File: src/rtl/adder_pkg.sv
// rtl/adder_pkg.sv - shared types and constants for the serial adder responder
package adder_pkg;

  typedef enum logic [1:0] {
    IDLE = 2'd0,
    CALC = 2'd1,
    DONE = 2'd2
  } adder_state_e;

  localparam int ADDER_WIDTH = 8;
  localparam int OP_COUNT_W  = 16;

endpackage

File: src/rtl/adder_serial_rsp_if.sv
// rtl/adder_serial_rsp_if.sv - operand request / result response channels of the adder
interface adder_serial_rsp_if #(
  parameter int WIDTH = adder_pkg::ADDER_WIDTH
) ();

  logic             req_valid;
  logic             req_ready;
  logic [WIDTH-1:0] a;
  logic [WIDTH-1:0] b;
  logic             rsp_valid;
  logic             rsp_ready;
  logic [WIDTH-1:0] sum;
  logic             carry;

  modport master (
    output req_valid, a, b, rsp_ready,
    input  req_ready, rsp_valid, sum, carry
  );

  modport slave (
    input  req_valid, a, b, rsp_ready,
    output req_ready, rsp_valid, sum, carry
  );

endinterface

File: src/rtl/adder_slice.sv
// rtl/adder_slice.sv - combinational W-bit adder slice with carry in and carry out
module adder_slice #(
  parameter int W = 1
) (
  input  logic [W-1:0] a_i,
  input  logic [W-1:0] b_i,
  input  logic         cin_i,
  output logic [W-1:0] sum_o,
  output logic         cout_o
);

  assign {cout_o, sum_o} = {1'b0, a_i} + {1'b0, b_i} + {{W{1'b0}}, cin_i};

endmodule

File: src/rtl/adder_serial_rsp.sv
// rtl/adder_serial_rsp.sv - serial a+b responder, BITS_PER_CYCLE bits per clock, valid/ready both sides
module adder_serial_rsp
  import adder_pkg::*;
#(
  parameter int WIDTH          = ADDER_WIDTH,
  parameter int BITS_PER_CYCLE = 1
) (
  input  logic                  clk,
  input  logic                  rstn,
  adder_serial_rsp_if.slave     bus,
  output logic [OP_COUNT_W-1:0] op_count
);

  localparam int N     = WIDTH / BITS_PER_CYCLE;
  localparam int CNT_W = (N > 1) ? $clog2(N) : 1;

  if ((WIDTH % BITS_PER_CYCLE) != 0 || BITS_PER_CYCLE < 1) begin : g_bad_cfg
    $error("adder_serial_rsp: BITS_PER_CYCLE must divide WIDTH");
  end

  adder_state_e          state_q;
  logic [WIDTH-1:0]      a_q, b_q, res_q, res_d, sum_q;
  logic                  cin_q, carry_q;
  logic [CNT_W-1:0]      k_q;
  logic                  req_ready_q, rsp_valid_q;
  logic [OP_COUNT_W-1:0] op_count_q;

  logic [BITS_PER_CYCLE-1:0] slice_a, slice_b, slice_sum;
  logic                      slice_cout;

  assign slice_a = a_q[int'(k_q) * BITS_PER_CYCLE +: BITS_PER_CYCLE];
  assign slice_b = b_q[int'(k_q) * BITS_PER_CYCLE +: BITS_PER_CYCLE];

  adder_slice #(.W(BITS_PER_CYCLE)) u_slice (
    .a_i    (slice_a),
    .b_i    (slice_b),
    .cin_i  (cin_q),
    .sum_o  (slice_sum),
    .cout_o (slice_cout)
  );

  // Partial results build up in res_q so the visible sum only changes on the final slice.
  always_comb begin
    res_d = res_q;
    res_d[int'(k_q) * BITS_PER_CYCLE +: BITS_PER_CYCLE] = slice_sum;
  end

  always_ff @(posedge clk or negedge rstn) begin
    if (!rstn) begin
      state_q     <= IDLE;
      a_q         <= '0;
      b_q         <= '0;
      res_q       <= '0;
      sum_q       <= '0;
      cin_q       <= 1'b0;
      carry_q     <= 1'b0;
      k_q         <= '0;
      req_ready_q <= 1'b0;
      rsp_valid_q <= 1'b0;
      op_count_q  <= '0;
    end else begin
      case (state_q)
        IDLE: begin
          if (bus.req_valid && req_ready_q) begin
            a_q         <= bus.a;
            b_q         <= bus.b;
            cin_q       <= 1'b0;
            k_q         <= '0;
            req_ready_q <= 1'b0;
            state_q     <= CALC;
          end else begin
            req_ready_q <= 1'b1;
          end
        end
        CALC: begin
          res_q <= res_d;
          cin_q <= slice_cout;
          if (k_q == CNT_W'(N - 1)) begin
            sum_q       <= res_d;
            carry_q     <= slice_cout;
            rsp_valid_q <= 1'b1;
            state_q     <= DONE;
          end else begin
            k_q <= k_q + 1'b1;
          end
        end
        DONE: begin
          if (rsp_valid_q && bus.rsp_ready) begin
            rsp_valid_q <= 1'b0;
            req_ready_q <= 1'b1;
            op_count_q  <= op_count_q + 1'b1;
            state_q     <= IDLE;
          end
        end
        default: begin
          req_ready_q <= 1'b0;
          rsp_valid_q <= 1'b0;
          state_q     <= IDLE;
        end
      endcase
    end
  end

  assign bus.req_ready = req_ready_q;
  assign bus.rsp_valid = rsp_valid_q;
  assign bus.sum       = sum_q;
  assign bus.carry     = carry_q;
  assign op_count      = op_count_q;

endmodule

File: src/flat_wrapper.sv
// flat-port wrapper written by rule: the top's interface ports become plain ports
module adder_serial_rsp_flat import adder_pkg::*;
#(
  parameter int WIDTH          = ADDER_WIDTH,
  parameter int BITS_PER_CYCLE = 1
)
  (clk, rstn, op_count, bus_req_valid, bus_a, bus_b, bus_rsp_ready, bus_req_ready, bus_rsp_valid, bus_sum, bus_carry);
  adder_serial_rsp_if #(.WIDTH(WIDTH)) bus_i ();
  input  logic clk;
  input  logic rstn;
  output logic [OP_COUNT_W-1:0] op_count;
  input wire logic [$bits(bus_i.req_valid)-1:0] bus_req_valid;
  input wire logic [$bits(bus_i.a)-1:0] bus_a;
  input wire logic [$bits(bus_i.b)-1:0] bus_b;
  input wire logic [$bits(bus_i.rsp_ready)-1:0] bus_rsp_ready;
  output wire logic [$bits(bus_i.req_ready)-1:0] bus_req_ready;
  output wire logic [$bits(bus_i.rsp_valid)-1:0] bus_rsp_valid;
  output wire logic [$bits(bus_i.sum)-1:0] bus_sum;
  output wire logic [$bits(bus_i.carry)-1:0] bus_carry;
  assign bus_i.req_valid = bus_req_valid;
  assign bus_i.a = bus_a;
  assign bus_i.b = bus_b;
  assign bus_i.rsp_ready = bus_rsp_ready;
  assign bus_req_ready = bus_i.req_ready;
  assign bus_rsp_valid = bus_i.rsp_valid;
  assign bus_sum = bus_i.sum;
  assign bus_carry = bus_i.carry;
  adder_serial_rsp #(.WIDTH(WIDTH), .BITS_PER_CYCLE(BITS_PER_CYCLE)) u_core (.clk(clk), .rstn(rstn), .bus(bus_i), .op_count(op_count));
endmodule
File: config.mk
export PLATFORM = sky130hd
export DESIGN_NAME = adder_serial_rsp_flat
export DESIGN_NICKNAME = d
export VERILOG_FILES = /design/src/rtl/adder_pkg.sv /design/src/rtl/adder_serial_rsp_if.sv /design/src/rtl/adder_slice.sv /design/src/rtl/adder_serial_rsp.sv /design/src/flat_wrapper.sv
export SDC_FILE = /design/constraint.sdc
export NUM_CORES = 1
export LEC_CHECK = 0
export BUFFER_PORTS_ARGS = -buffer_cell sky130_fd_sc_hd__buf_2
export CORE_UTILIZATION = 40
export DETAILED_ROUTE_END_ITERATION = 16
export PLACE_DENSITY = 0.59
export SETUP_SLACK_MARGIN = 0.02
export SLEW_MARGIN = 20
export SYNTH_ARGS = -nofsm -noshare
export SYNTH_HDL_FRONTEND = slang
export SYNTH_SLANG_ARGS = --single-unit
File: constraint.sdc
create_clock -name clk -period 2.9 [get_ports clk]
set_input_delay 0.145 -clock clk [delete_from_list [all_inputs] [get_ports clk]]
set_output_delay 0.145 -clock clk [all_outputs]
set_load 0.02 [all_outputs]
==> out/metrics.sh <==
TRITONCTS.NUM_BUFFERS=9
CLOCK_SKEW_NS=0.00466
SYNTHESIS.YOSYS.WARNINGS=0
ROUTABILITYCONGESTION=0.795
SLEW-LIMIT-HEADROOM_PCT=62.7
DRT-PASS1-ITER-COUNT=6
SEQ_POWER_SHARE_PCT=35.3
FP.DIEAREA_UM2=7190
ENDPOINT_KIND='flop'
DIE_WIDTH_UM=84.8
CTS_SINK_CNT=57
POST_DRT_WL_PER_CELL_UM=14.3
OVERALL_GLOBAL_ROUTING_USAGE_PCT=17.1
BUFFER_PORTS.INSERTED=46
CLOCK_INSERTION_DELAY_WORST_SKEW_NS=0.33
SYNTH_LARGEST_TYPE_AREA_FRACTION_PCT=52.0
ANTENNA_LEFT=0
GRT_MAX_DEGREE=27
PATH_CLASS='reg2reg'
START_KIND='flop'
WORSTPATHARRIVAL_NS=2.93
GRT_FIRST_PASS_WIRELENGTH_UM=9290
SYNTH-SEQ-CELLS=57
DIE_Y_UM=84.8
FMAX_MHz=374
SYNTH_TOP_AREA_CELL='sky130_fd_sc_hd__dfrtp_1'
PLACEDINSTANCEAREA_UM2=3050
POWER.LEAKAGE_nW=1.56
CRITICAL_PATH_PEAK_FANOUT=6
NUM-NETS-FINAL=319
SYNTHARSTFLOPSHARE_PCT=100
POWER.IR.VDD_WORST_mV=0.627
GRT-OVFL-TOTAL=0
PIN_COUNT=47
MAPPEDNETLISTAREA_UM2=2740
FINALCOREUTILIZATION_PCT=50.6
SYNTH_EDF_COUNT=0
MET3_LENGTH_UM=263
AVGVIACOUNTPERCELL=5.12
NUMBER_OF_VIOLATIONS_OF_THE_MAX_CAPACITANCE_LIMIT=0
POST-DP-HPWL_UM=3810
GRT_ANTENNA_BEFORE_REPAIR=0
LIBRARY_CELL_WITH_THE_HIGHEST_INSTANCE_COUNT_AFTER_SYNTHESIS='sky130_fd_sc_hd__dfrtp_1'
NUM_ANTENNA_CELLS=0
MIN_PERIOD_OVER_PERIOD_PCT=92.3
FLOORPLAN.INITIALDENSITY_PCT=42.2
NUMBER_OF_GLOBAL_ROUTE_VIAS_BEFORE_REPAIR=1929
P_INT_W=0.00230
CORE-AREA_UM2=6490
NUM_ROWS=29
CLOCK_POWER_SHARE_PCT=22.1
FIN_SETUP_TNS_NS=0
FINAL_LAYOUT_SIZE_SUFFIX_GT1_SHARE_PCT=33.0
YS_TOP_CELLS_BY_COUNT='sky130_fd_sc_hd__dfrtp_1 (57), sky130_fd_sc_hd__nand2_1 (34), sky130_fd_sc_hd__mux2_2 (21)'
CTS_MAX_LEVEL=3
SWITCHING_POWER_W=0.00132
MET2_LENGTH_UM=2390
SYNTH_CELL_TYPE_COUNT=42
CTSROOTBUFFERMASTER='sky130_fd_sc_hd__clkbuf_8'
PLACE_WS_NS=0.140
SWITCH_SHARE_PCT=36.4
CLK_PIN_SLEW_NS=0.06
CTS_SETUP_BUFFERS=0
MAXSLEWVIOLCOUNT=0
POST_SYNTH_INST_COUNT=236
NUMBER_OF_VIAS_IN_THE_ROUTED_LAYOUT=1900
ROUTED.TOP_LAYER='met4'
CELL_TYPES_WITH_THE_LARGEST_AREA_SHARE_AFTER_SYNTHESIS='sky130_fd_sc_hd__dfrtp_1 (52%), sky130_fd_sc_hd__mux2_2 (8.6%), sky130_fd_sc_hd__nand2_1 (4.7%), sky130_fd_sc_hd__xnor2_1 (4.2%), sky130_fd_sc_hd__ha_1 (3.7%)'
SYNTH_FLOP_CELL='sky130_fd_sc_hd__dfrtp_1'
FINAL_SETUP_VIOLATION_COUNT=0
CELLPOWERDENSITY_nW_PER_UM2=1100
MEAN_SYN_CELL_AREA_UM2=11.6
PERIOD_MINUS_SLACK_NS=2.68
SYNTH_SEQ_AREA_SHARE_PCT=52.0
SYN_NETS=265
TOTALWIRELENGTH_UM=5290
SETUP_REPAIR_AFTER_GLOBAL_ROUTING_MISSED_ITS_MARGIN='false'
DETAIL_ROUTE.DRC_VIOLATIONS=0
MIN-DELAY-PATH-CLASS='in2reg'
WORST_SLACK_NS=0.224
WORST-ENDPOINT-REQUIRED_NS=3.16
FINAL_AREA_UM2=3290
DRT-INITIAL-DRC-COUNT=111
TIMING_WORST_SLEW_PIN_VALUE_NS=0.556
PLACED_CELLS=355
REPORT.FINAL.HOLD_VIOL_COUNT=0
RUN_STATUS='finished clean'
SYN2LAYOUT_AREA_GROWTH_PCT=19.9
WL_MET1_UM=2560
COMBPWRFRAC_PCT=42.5
FINISH.CELL_COUNT_WITHOUT_FILLERS=371
TRITONCTS='done'
CTS-ROOT-TO-SINK-BUFFERS=2
-- placed cells by master (no fill, tap or decap), types with 2 or more instances in the layout --
cell type and n:
sky130_fd_sc_hd__mux2_2 21, sky130_fd_sc_hd__xnor2_1 13, sky130_fd_sc_hd__nor3_2 2, sky130_fd_sc_hd__mux2i_1 2, sky130_fd_sc_hd__bufinv_16 2, sky130_fd_sc_hd__o21ai_0 7
sky130_fd_sc_hd__mux4_2 4, sky130_fd_sc_hd__nand3b_1 2, sky130_fd_sc_hd__and3_1 2, sky130_fd_sc_hd__ha_1 8, sky130_fd_sc_hd__xor2_1 2, sky130_fd_sc_hd__nor3b_2 2
sky130_fd_sc_hd__and4_1 2, sky130_fd_sc_hd__nor2b_1 2, sky130_fd_sc_hd__nor3_1 2, sky130_fd_sc_hd__buf_2 46, sky130_fd_sc_hd__clkbuf_8 10, sky130_fd_sc_hd__inv_1 4
sky130_fd_sc_hd__nand2_1 34, sky130_fd_sc_hd__dfrtp_1 57, sky130_fd_sc_hd__or3_1 2, sky130_fd_sc_hd__buf_4 5, sky130_fd_sc_hd__nand3_1 6, sky130_fd_sc_hd__clkbuf_1 2
sky130_fd_sc_hd__nand2b_1 4, sky130_fd_sc_hd__a31oi_1 2, sky130_fd_sc_hd__a21oi_1 8, sky130_fd_sc_hd__nand4_1 4, sky130_fd_sc_hd__nor2_1 16, sky130_fd_sc_hd__a22o_1 6
-- path summary, 6_finish.rpt --
kind	startpoint	end	slack [ns]	depth (start not counted)
worst max register to register	u_core.k_q[0]	u_core.bus.sum[3]	0.22	8
min in group asynchronous	rstn	u_core.bus.sum[1]	0.25	2
worst min-delay path	bus_a[2]	u_core.a_q[2]	0.04	2
worst min register to register	u_core.op_count[15]	u_core.op_count[15]	0.47	1
max in group asynchronous	rstn	u_core.b_q[6]	1.98	3
worst max-delay path	u_core.k_q[0]	u_core.bus.sum[3]	0.22	8
-- per-layer routing --
metal  GRT usage [%]  vias to the layer above
met3            7.47                        7
li1                -                      937
met5               0                        -
met4            5.55                        0
met2            25.8                       41
met1            22.0                      915
-- power groups by stage --
stage	Combinational (W)	Sequential, W	Clock [W]
2_1_floorplan	0.00107	0.00133	0
3_3_place_gp	0.00147	0.00129	0
3_5_place_dp	0.00149	0.00130	0
4_1_cts	0.00150	0.00128	0.000821
5_1_grt	0.00172	0.00132	0.000865
6_report	0.00154	0.00128	0.000800
-- flip-flops by register name, summed over array words and instances, names as in the netlist, 2 cells and up --
name / flops
u_core.res_q: 8
u_core.k_q: 3
u_core.op_count: 16
u_core.a_q: 8
u_core.state_q: 2
u_core.bus.sum: 8
u_core.b_q: 8
-- worst max-delay path, cell delays in order, from the launching register on --
cell	delay (ns)
sky130_fd_sc_hd__dfrtp_1	0.48
sky130_fd_sc_hd__mux4_2	0.53
sky130_fd_sc_hd__nand2_1	0.08
sky130_fd_sc_hd__nand2_1	0.07
sky130_fd_sc_hd__fa_1	0.63
sky130_fd_sc_hd__nand3b_1	0.17
sky130_fd_sc_hd__nor3b_1	0.37
sky130_fd_sc_hd__a21oi_1	0.12
sky130_fd_sc_hd__a21oi_1	0.16
-- metrics by stage --
step                      hold WS [ns]  total power [W]
after floorplan                 -0.151          0.00240
after global placement          0.0778          0.00276
after detailed placement        0.0782          0.00279
after CTS                       0.0244          0.00361
after global routing            0.0157          0.00390
final                           0.0397          0.00362
-- cells by family after synthesis --
logic type,after synthesis,share of synthesized area [%]
adders and majority gates,9,4.38
muxes,27,12.6
DFF,57,52.0
buffers and inverters,13,2.69
xor gates and xnor gates,15,4.79
and+or+nand+nor,87,16.7
AOI/OAI and AO/OA,28,6.75
-- what timing repair did --
| item | in CTS | in global routing |
|---|---|---|
| hold buffers | 1 | 0 |
| gates resized for setup | 0 | 2 |
| setup endpoints to repair | 0 | 2 |
| hold endpoints to repair | 14 | 0 |
-- cell type report --
cell class | instances | area [um^2]
clock inverter | 3 | 65.1
tap | 77 | 96.3
inverter | 4 | 15.0
multi-input combinational | 166 | 1260
fill | 599 | 3210
timing repair buffer | 52 | 278
clock buffer | 12 | 145
sequential | 57 | 1430
Note: power is estimated with default switching activity, not from simulation.
